**src/rtl/cam_capture.sv**
```systemverilog
// Camera parallel-bus capture: synchronises VSYNC/HREF, frames the byte stream into
// pixels with start-of-frame / end-of-line markers, and measures line and frame geometry.
module cam_capture #(
   parameter int BYTES_PER_PIX = 1,
   parameter int PIX_PER_LINE  = 640,
   parameter int NUM_LINES     = 480
) (
   input  logic                       pclk,
   input  logic                       rst_n,
   input  logic [7:0]                 din,
   input  logic                       vsync,
   input  logic                       href,
   input  logic                       start,
   input  logic                       stop,
   output logic [8*BYTES_PER_PIX-1:0] pixel,
   output logic                       pixel_valid,
   output logic                       sof,
   output logic                       eol,
   output logic                       busy,
   output logic                       line_err,
   output logic [15:0]                hlen,
   output logic [15:0]                vlen,
   output logic [15:0]                frame_cnt
);

   localparam int          PW         = 8 * BYTES_PER_PIX;
   localparam logic [15:0] LINE_BYTES = 16'(PIX_PER_LINE * BYTES_PER_PIX);
   localparam logic [15:0] LINES_NOM  = 16'(NUM_LINES);
   localparam logic [15:0] BPP16      = 16'(BYTES_PER_PIX);
   localparam logic [1:0]  LAST_PHASE = 2'(BYTES_PER_PIX - 1);

   typedef enum logic [1:0] {
      IDLE,
      ARMED,
      HBLANK,
      ACTIVE
   } state_t;

   state_t state;
   state_t state_nxt;

   logic [2:0]    vs_sr;
   logic [4:0]    hr_sr;
   logic [7:0]    din_s0;
   logic [7:0]    din_s1;
   logic [7:0]    din_s2;
   logic [7:0]    byte_q;
   logic          sync_vs;
   logic          sync_vs_d;
   logic          vs_rise;
   logic          line_go;
   logic          href_al;
   logic          href_fall;

   logic [15:0]   byte_cnt;
   logic [15:0]   line_cnt;
   logic [15:0]   hr_cnt;
   logic [1:0]    phase;
   logic [PW-1:0] acc;
   logic [PW-1:0] acc_nxt;
   logic          sof_pending;
   logic          stop_pending;

   logic          frame_start;
   logic          frame_end;
   logic          load_cnt;
   logic          take_byte;
   logic          short_line;
   logic          last_byte;

   // Input pipeline; hr_sr[3] is HREF aligned with byte_q, hr_sr[4] its previous value.
   always_ff @(posedge pclk or negedge rst_n) begin
      if (!rst_n) begin
         vs_sr     <= '0;
         hr_sr     <= '0;
         din_s0    <= '0;
         din_s1    <= '0;
         din_s2    <= '0;
         byte_q    <= '0;
         sync_vs_d <= 1'b0;
      end else begin
         vs_sr     <= {vs_sr[1:0], vsync};
         hr_sr     <= {hr_sr[3:0], href};
         din_s0    <= din;
         din_s1    <= din_s0;
         din_s2    <= din_s1;
         byte_q    <= din_s2;
         sync_vs_d <= sync_vs;
      end
   end

   assign sync_vs   = &vs_sr;
   assign vs_rise   = sync_vs & ~sync_vs_d;
   assign line_go   = (hr_sr[2:0] == 3'b111) & ~hr_sr[3] & ~sync_vs;
   assign href_al   = hr_sr[3];
   assign href_fall = hr_sr[4] & ~hr_sr[3];
   assign last_byte = (byte_cnt == 16'd1);
   assign acc_nxt   = PW'({acc, byte_q});
   assign busy      = (state != IDLE);

   always_ff @(posedge pclk or negedge rst_n) begin
      if (!rst_n) begin
         state <= IDLE;
      end else begin
         state <= state_nxt;
      end
   end

   // Frame end is only recognised between lines; a frame restart stays in HBLANK.
   always_comb begin
      state_nxt   = state;
      frame_start = 1'b0;
      frame_end   = 1'b0;
      load_cnt    = 1'b0;
      take_byte   = 1'b0;
      short_line  = 1'b0;
      case (state)
         IDLE: begin
            if (start) begin
               state_nxt = ARMED;
            end
         end
         ARMED: begin
            if (stop) begin
               state_nxt = IDLE;
            end else if (sync_vs) begin
               state_nxt   = HBLANK;
               frame_start = 1'b1;
            end
         end
         HBLANK: begin
            if (vs_rise) begin
               frame_end = 1'b1;
               if (stop_pending || stop) begin
                  state_nxt = IDLE;
               end else begin
                  frame_start = 1'b1;
               end
            end else if (line_go) begin
               state_nxt = ACTIVE;
               load_cnt  = 1'b1;
            end
         end
         ACTIVE: begin
            if (!href_al) begin
               short_line = 1'b1;
               state_nxt  = HBLANK;
            end else begin
               take_byte = 1'b1;
               if (last_byte) begin
                  state_nxt = HBLANK;
               end
            end
         end
         default: begin
            state_nxt = IDLE;
         end
      endcase
   end

   // Control flags and frame-level counters.
   always_ff @(posedge pclk or negedge rst_n) begin
      if (!rst_n) begin
         stop_pending <= 1'b0;
         sof_pending  <= 1'b0;
         line_err     <= 1'b0;
         line_cnt     <= '0;
         vlen         <= '0;
         frame_cnt    <= '0;
      end else begin
         if (busy && stop) begin
            stop_pending <= 1'b1;
         end else if (start) begin
            stop_pending <= 1'b0;
         end
         if (state_nxt == IDLE) begin
            stop_pending <= 1'b0;
         end

         if (start) begin
            line_err <= 1'b0;
         end else if (short_line) begin
            line_err <= 1'b1;
         end

         if (start && !busy) begin
            frame_cnt <= '0;
         end

         if (frame_end) begin
            vlen <= line_cnt;
            if (line_cnt == LINES_NOM) begin
               frame_cnt <= frame_cnt + 16'd1;
            end
         end

         if (frame_start) begin
            line_cnt    <= '0;
            sof_pending <= 1'b1;
         end else if (take_byte && phase == LAST_PHASE) begin
            sof_pending <= 1'b0;
            if (last_byte && line_cnt != 16'hFFFF) begin
               line_cnt <= line_cnt + 16'd1;
            end
         end
      end
   end

   // Byte-to-pixel assembly; first byte received ends up in the most significant position.
   always_ff @(posedge pclk or negedge rst_n) begin
      if (!rst_n) begin
         byte_cnt    <= '0;
         phase       <= '0;
         acc         <= '0;
         pixel       <= '0;
         pixel_valid <= 1'b0;
         sof         <= 1'b0;
         eol         <= 1'b0;
      end else begin
         pixel_valid <= 1'b0;
         sof         <= 1'b0;
         eol         <= 1'b0;
         if (load_cnt) begin
            byte_cnt <= LINE_BYTES;
            phase    <= '0;
         end else if (short_line) begin
            phase <= '0;
         end else if (take_byte) begin
            byte_cnt <= byte_cnt - 16'd1;
            if (phase == LAST_PHASE) begin
               pixel       <= acc_nxt;
               pixel_valid <= 1'b1;
               sof         <= sof_pending;
               eol         <= last_byte;
               phase       <= '0;
            end else begin
               acc   <= acc_nxt;
               phase <= phase + 2'd1;
            end
         end
      end
   end

   // HREF period measurement runs on the aligned HREF, independent of the FSM.
   always_ff @(posedge pclk or negedge rst_n) begin
      if (!rst_n) begin
         hr_cnt <= '0;
         hlen   <= '0;
      end else begin
         if (href_al) begin
            if (hr_cnt != 16'hFFFF) begin
               hr_cnt <= hr_cnt + 16'd1;
            end
         end else begin
            hr_cnt <= '0;
            if (href_fall && busy) begin
               hlen <= hr_cnt / BPP16;
            end
         end
      end
   end

endmodule

```
**config.mk**
```make
export PLATFORM = sky130hd
export DESIGN_NAME = cam_capture
export DESIGN_NICKNAME = d
export VERILOG_FILES = /design/src/rtl/cam_capture.sv
export SDC_FILE = /design/constraint.sdc
export NUM_CORES = 1
export LEC_CHECK = 0
export ABC_AREA = 1
export CORE_MARGIN = 5
export CORE_UTILIZATION = 40
export DETAILED_ROUTE_END_ITERATION = 10
export GPL_ROUTABILITY_DRIVEN = 0
export SYNTH_ARGS = -nofsm -noshare
export SYNTH_HDL_FRONTEND = slang
export SYNTH_SLANG_ARGS = --single-unit
export TNS_END_PERCENT = 5
```
**constraint.sdc**
```tcl
create_clock -name pclk -period 1.45 [get_ports pclk]
set_input_delay 0.29 -clock pclk [delete_from_list [all_inputs] [get_ports pclk]]
set_output_delay 0.29 -clock pclk [all_outputs]
set_load 0.05 [all_outputs]
```
==> reports/qor.yml, run 1 <==
critical_path:
  path_class: "flop to output pin"
  worstSetupEndpoint: "busy"
  r2r_end: "stop_pending$_DFFE_PN0P_"
  cp.arrival_ps: 1480
  crit_path_max_fanout: 5
  ff2ff_path_depth: 14
  critPathRequiredTime_ps: 1160
  cp-end-kind: "output pin"
  r2r_start: "state[0]$_DFF_PN0_"
  reg2reg_slack_ps: -220
  startpoint: "state[1]$_DFF_PN0_"
  cp-start-kind: "flop"
clock_tree:
  clkTransAtPathRegs_ps: 70
  clock_sinks: 155
  clkLatencyLatePin_ps: 430
  clock_path_buffers: 2
  cts_tree: "built"
  cts_made_buffers: 17
  clock-root-buffer: "clkbuf_16"
  cts.htree.levels: 4
place:
  dp_hpwl_microns: 12700
  port-buffer-count: 74
  dpl_cell_area_sq_um: 9640
finish:
  final_nets: 1028
  syn_to_final_growth_pct: 52.2
  antenna_cells: 0
  final_layout_size_suffix_gt1_share_pct: 32.2
  design_area_sq_um: 10600
power_and_ir_drop:
  pwr-share-comb_pct: 32.7
  p_sw_uw: 4900
  clockPowerShare_pct: 31.5
  p_total_uw: 14200
  p_leak_uw: 0.00494
  sw_frac_of_total_pct: 34.5
  ir_worst_vdd_mv: 0.866
  power_frac_seq_pct: 35.8
  powerDensity_nw_per_um2: 1340
  internal_power_uw: 9310
sta:
  timing.hold.ws_ps: 294
  rsz0062_at_grt: "true"
  setup-tns-final_ps: -7410
  slew_viol_final: 0
  hold_violations: 0
  skew_ps: 13.7
  relSlewSlack_pct: 75.4
  min_period_ps: 1770
  max_freq_ghz: 0.565
  setup_ws_ps: -321
  setup_violations: 70
  fin_crit_sh_pct: 122
  tightest_slew_ps: 366
die:
  io_pins: 75
  rows: 48
  fp.dieH_microns: 142
  dieArea_sq_um: 20100
  chipWidth_microns: 142
  core_region_area_sq_um: 17200
  start_util_pct: 40.5
synth:
  synth_area_sq_um: 6960
  yosys.area.top_type: "dfrtp_1"
  yosysTopAreaCellShare_pct: 55.8
  ys.flop_type: "dfrtp_1"
  syn_inst: 785
  yosys.cell_types.count: 41
  yosysMostFrequentCell: "nand2_1"
  syn_area_per_cell_sq_um: 8.86
  yosysSeqAreaShare_pct: 55.8
  synth_area_leaders: "dfrtp_1 56%, nand2_1 9.9%, inv_1 4.7%"
  ys_async_sr_fraction_pct: 100
  synthTopCellsByCount: "183 x nand2_1, 155 x dfrtp_1, 87 x inv_1"
  ys_seq_elements: 155
  yosysWarnings: 0
  syn_nets: 811
  synth_edf_count: 0
min_path:
  whs_path_depth: 1
  hp-class: "primary input to flop"
grt:
  grt_pass1_vias: 5797
  grt_pass1_wl_microns: 28300
  globalRouteOverflowTotal: 0
  grt_use_total_pct: 17.3
  grt_max_degree: 35
  antenna_found_initial: 0
drt:
  wl_per_cell_microns: 13.7
  dr.pass1.iters: 4
  drt-total-wl_microns: 17000
  drcViolationCount: 0
  ant_nets: 0
  num_vias: 5939
  drt-vias-per-instance: 4.79
  drt-initial-drc-count: 272
status:
  outcome: "finished with violations"
  violations: "negative setup slack"
flow_run:
  maxCapViolCount: 0
worst max-delay path, cell delays in order (launching register included):
cell and delay (ps):
dfrtp_1 430, inv_2 120, ha_4 160, clkinvlp_4 80
buf_6 120, buf_12 140
layer usage:
layer	part of all wire (%)	wire length [microns]	global-route usage (%)	up-vias
met1	45	7610	22.4	2796
met2	50	8550	29.5	108
met3	3.2	536	2.97	22
met4	1.5	258	5.56	0
met5	0	0	0	-
li1	-	-	-	3013
registers in the layout (all words and copies together), names as in the netlist, 2 cells and up:
signal	count
hr_sr	5
phase	2
line_cnt	16
pixel	8
vs_sr	3
hr_cnt	16
byte_cnt	16
din_s2	8
frame_cnt	16
vlen	16
hlen	16
din_s1	8
din_s0	8
acc_nxt	8
state	2
area by class of cell:
class	instances	area, sq um
timing repair buffer	215	2570
multi-input combinational	517	2850
tap	225	282
fill	1430	6590
clock buffer	17	425
clock inverter	15	191
inverter	96	377
sequential	155	3890
logic make-up (layout without fill, tap and decap cells):
group | count (synthesis) | after routing | share of synthesized area (%)
multiplexers | 3 | 3 | 0.486
adder cells (fa/ha/maj) | 12 | 12 | 2.16
AND/OR/NAND/NOR | 376 | 376 | 24.3
XOR/XNOR | 23 | 23 | 2.90
buffers and inverters | 113 | 343 | 6.48
AO/OA/AOI/OAI | 103 | 103 | 7.93
flip-flops | 155 | 155 | 55.8
per-stage QoR:
step,worst slack [ps],utilization (%),cells
after floorplan,-195,-,785
after global placement,-233,56.1,1200
after detailed placement,-275,56.1,1200
after CTS,-328,60.6,1239
after global routing,-378,61.6,1240
final,-321,61.6,1240
power groups by stage:
stage          clock network [uW]  registers (uW)  logic [uW]
6_report                     4470            5090        4650
5_1_grt                      4740            5150        5070
3_3_place_gp                    0            5150        4080
2_1_floorplan                   0            5600        1560
3_5_place_dp                    0            5170        4130
4_1_cts                      4580            5090        4340
repair_timing:
| item | CTS | global route |
|---|---|---|
| endpoints found under the hold margin | 24 | 0 |
| hold buffers | 1 | 0 |
| endpoints found under the setup margin | 85 | 117 |
| setup buffers | 6 | 1 |
| resized for setup | 30 | 58 |
| pin swaps | 2 | 3 |
placed cells by master, fill, tap and decap left out, types with 6 or more instances in the layout:
cell / count
xor2_1: 20
clkbuf_16: 17
buf_4: 116
nand4_1: 20
buf_6: 17
nor2_1: 51
nand2_2: 13
o21ai_0: 40
a21oi_1: 17
clkdlybuf4s50_1: 12
inv_1: 79
inv_2: 12
nor3_2: 8
clkinv_8: 6
nand2_1: 174
ha_1: 6
buf_12: 68
nand3_1: 57
dfrtp_2: 11
nor2_2: 14
inv_8: 6
dfrtp_1: 144
o21ai_1: 30
nor3_1: 19
worst min path at each step:
stage	start	endpoint	slack (ps)
after floorplan	rst_n	acc_nxt[0]$_DFF_PN0_	-6
after global placement	rst_n	byte_cnt[6]$_DFFE_PN0P_	200
after detailed placement	rst_n	byte_cnt[6]$_DFFE_PN0P_	200
after CTS	din[6]	din_s0[6]$_DFF_PN0_	280
after global routing	din[3]	din_s0[3]$_DFF_PN0_	290
final	din[5]	din_s0[5]$_DFF_PN0_	290
No activity file was read; power rests on OpenSTA's default activity.
==> run 2, diff against run 1 <==
--- a/config.mk
+++ b/config.mk
@@ -6,10 +6,10 @@
 export NUM_CORES = 1
 export LEC_CHECK = 0
 export ABC_AREA = 1
-export CORE_MARGIN = 5
 export CORE_UTILIZATION = 40
 export DETAILED_ROUTE_END_ITERATION = 10
 export GPL_ROUTABILITY_DRIVEN = 0
+export GPL_TIMING_DRIVEN = 1
 export SYNTH_ARGS = -nofsm -noshare
 export SYNTH_HDL_FRONTEND = slang
 export SYNTH_SLANG_ARGS = --single-unit
==> reports/qor.yml, run 2 (synthesis gave the netlist of run 1 again) <==
status:
  outcome: "finished with violations"
  violations: "negative setup slack"
drt:
  drcViolationCount: 0
  drt-vias-per-instance: 4.79
  ant_nets: 0
  wl_per_cell_microns: 13.7
  drt-total-wl_microns: 17100
  num_vias: 5998
  dr.pass1.iters: 5
  drt-initial-drc-count: 354
min_path:
  hp-class: "primary input to flop"
grt:
  antenna_found_initial: 0
  grt_max_degree: 40
  grt_use_total_pct: 20.5
  globalRouteOverflowTotal: 0
  grt_pass1_vias: 6023
  grt_pass1_wl_microns: 29000
finish:
  syn_to_final_growth_pct: 54.6
  layout_commonest_cell: "nand2_1"
  layout_common_cells: "175 x nand2_1, 147 x dfrtp_1, 129 x buf_4, 78 x inv_1, 67 x buf_12"
  final_cells: 1251
  regArea_sq_um: 3890
  antenna_cells: 0
  final_nets: 1044
  fillers: 1326
  final_layout_size_suffix_gt1_share_pct: 34.3
  multiInputGateArea_sq_um: 2940
die:
  core_region_area_sq_um: 16800
  fp.dieH_microns: 134
  io_pins: 75
  rows: 47
  dieArea_sq_um: 17900
  start_util_pct: 41.5
  chipWidth_microns: 134
sta:
  hold_violations: 0
  min_period_ps: 1810
  rsz0062_at_grt: "true"
  slew_viol_final: 0
  setup_ws_ps: -357
  tightest_slew_ps: 404
  relSlewSlack_pct: 73.0
  max_freq_ghz: 0.553
  skew_ps: 8.46
  setup_violations: 58
  fin_crit_sh_pct: 125
clock_tree:
  clock_path_buffers: 2
  clock_sinks: 155
  cts_made_buffers: 17
  clock-root-buffer: "clkbuf_16"
  cts.htree.levels: 4
  clkLatencyLatePin_ps: 430
  clkTransAtPathRegs_ps: 70
  cts_tree: "built"
critical_path:
  r2r_end: "line_cnt[4]$_DFFE_PN0P_"
  cp.arrival_ps: 1520
  ff2ff_path_depth: 11
  reg2reg_slack_ps: -250
  critPathRequiredTime_ps: 1160
  crit_path_max_fanout: 2
  slowest_delay_ps: 400
  startpoint: "state[0]$_DFF_PN0_"
  cp_slowest_cell: "dfrtp_1"
  r2r_start: "state[0]$_DFF_PN0_"
  cp-end-kind: "output pin"
  path_class: "flop to output pin"
  crit_path_cell_trace: "inv_2, buf_6, ha_4, clkinvlp_4, buf_6, buf_12"
  crit_top_cell: "buf_6"
  worstSetupEndpoint: "busy"
  cp-start-kind: "flop"
place:
  dp_hpwl_microns: 12100
  dp_cells: 1207
  port-buffer-count: 74
power_and_ir_drop:
  powerDensity_nw_per_um2: 1320
  p_leak_uw: 0.00501
  ir_worst_vdd_mv: 1.04
  p_total_uw: 14200
flow_run:
  maxCapViolCount: 0
[run 2: repair_timing]
action                     4_1_cts  5_1_grt
hold buffers                     1        0
buffers inserted                 8        2
pin swaps                        7       18
setup endpoints to repair       87       97
hold endpoints to repair        32        0
gates cloned                     2        0
gates resized for setup         47       67
[run 2: worst min-delay path by stage]
stage | start | endpoint | cells past startpoint
after floorplan | rst_n | acc_nxt[0]$_DFF_PN0_ | 0
after global placement | rst_n | hlen[4]$_DFFE_PN0P_ | 1
after detailed placement | rst_n | hlen[4]$_DFFE_PN0P_ | 1
after CTS | din[0] | din_s0[0]$_DFF_PN0_ | 1
after global routing | din[6] | din_s0[6]$_DFF_PN0_ | 1
final | href | hr_sr[0]$_DFF_PN0_ | 1
[run 2: area by class of cell]
type                    instances  share of cell area, %
flip-flops and latches        155                   36.2
multi-input cells             517                   27.3
repair buffers                231                   25.1
clock buffers                  19                   4.12
inverters                      96                   3.54
well taps                     220                   2.56
clock inverters                13                   1.13
[run 2: power by group]
group	internal, uW	switching, uW	leakage (uW)
clock	2320	1990	0.000279
combinational	2290	2490	0.00270
sequential	4760	348	0.00203
[run 2: routing by layer]
metal | track usage [%] | vias to the layer above | wire length (microns)
met4 | 7.39 | 0 | 267
met3 | 3.74 | 24 | 495
met1 | 26.8 | 2841 | 7670
met5 | 0 | - | 0
li1 | - | 3019 | -
met2 | 34.0 | 114 | 8650
[run 2: critical path, delay by kind of cell, from the launching register on]
family,cells,cell delay (ps)
flip-flops,1,400
buffers and inverters,5,540
adder cells (fa/ha/maj),1,140
[run 2: stage by stage]
stage / hold slack [ps] / TNS [ps] / area [sq um] / setup WS [ps] / utilization [%]
after global routing: 286 / -14470 / 10800 / -396 / 64.2
after floorplan: -5.59 / -6610 / 7020 / -195 / -
final: 299 / -7080 / 10800 / -357 / 64.2
after detailed placement: 237 / -9700 / 9690 / -247 / 57.8
after CTS: 283 / -7670 / 10500 / -361 / 62.8
after global placement: 235 / -8550 / 9690 / -218 / 57.8
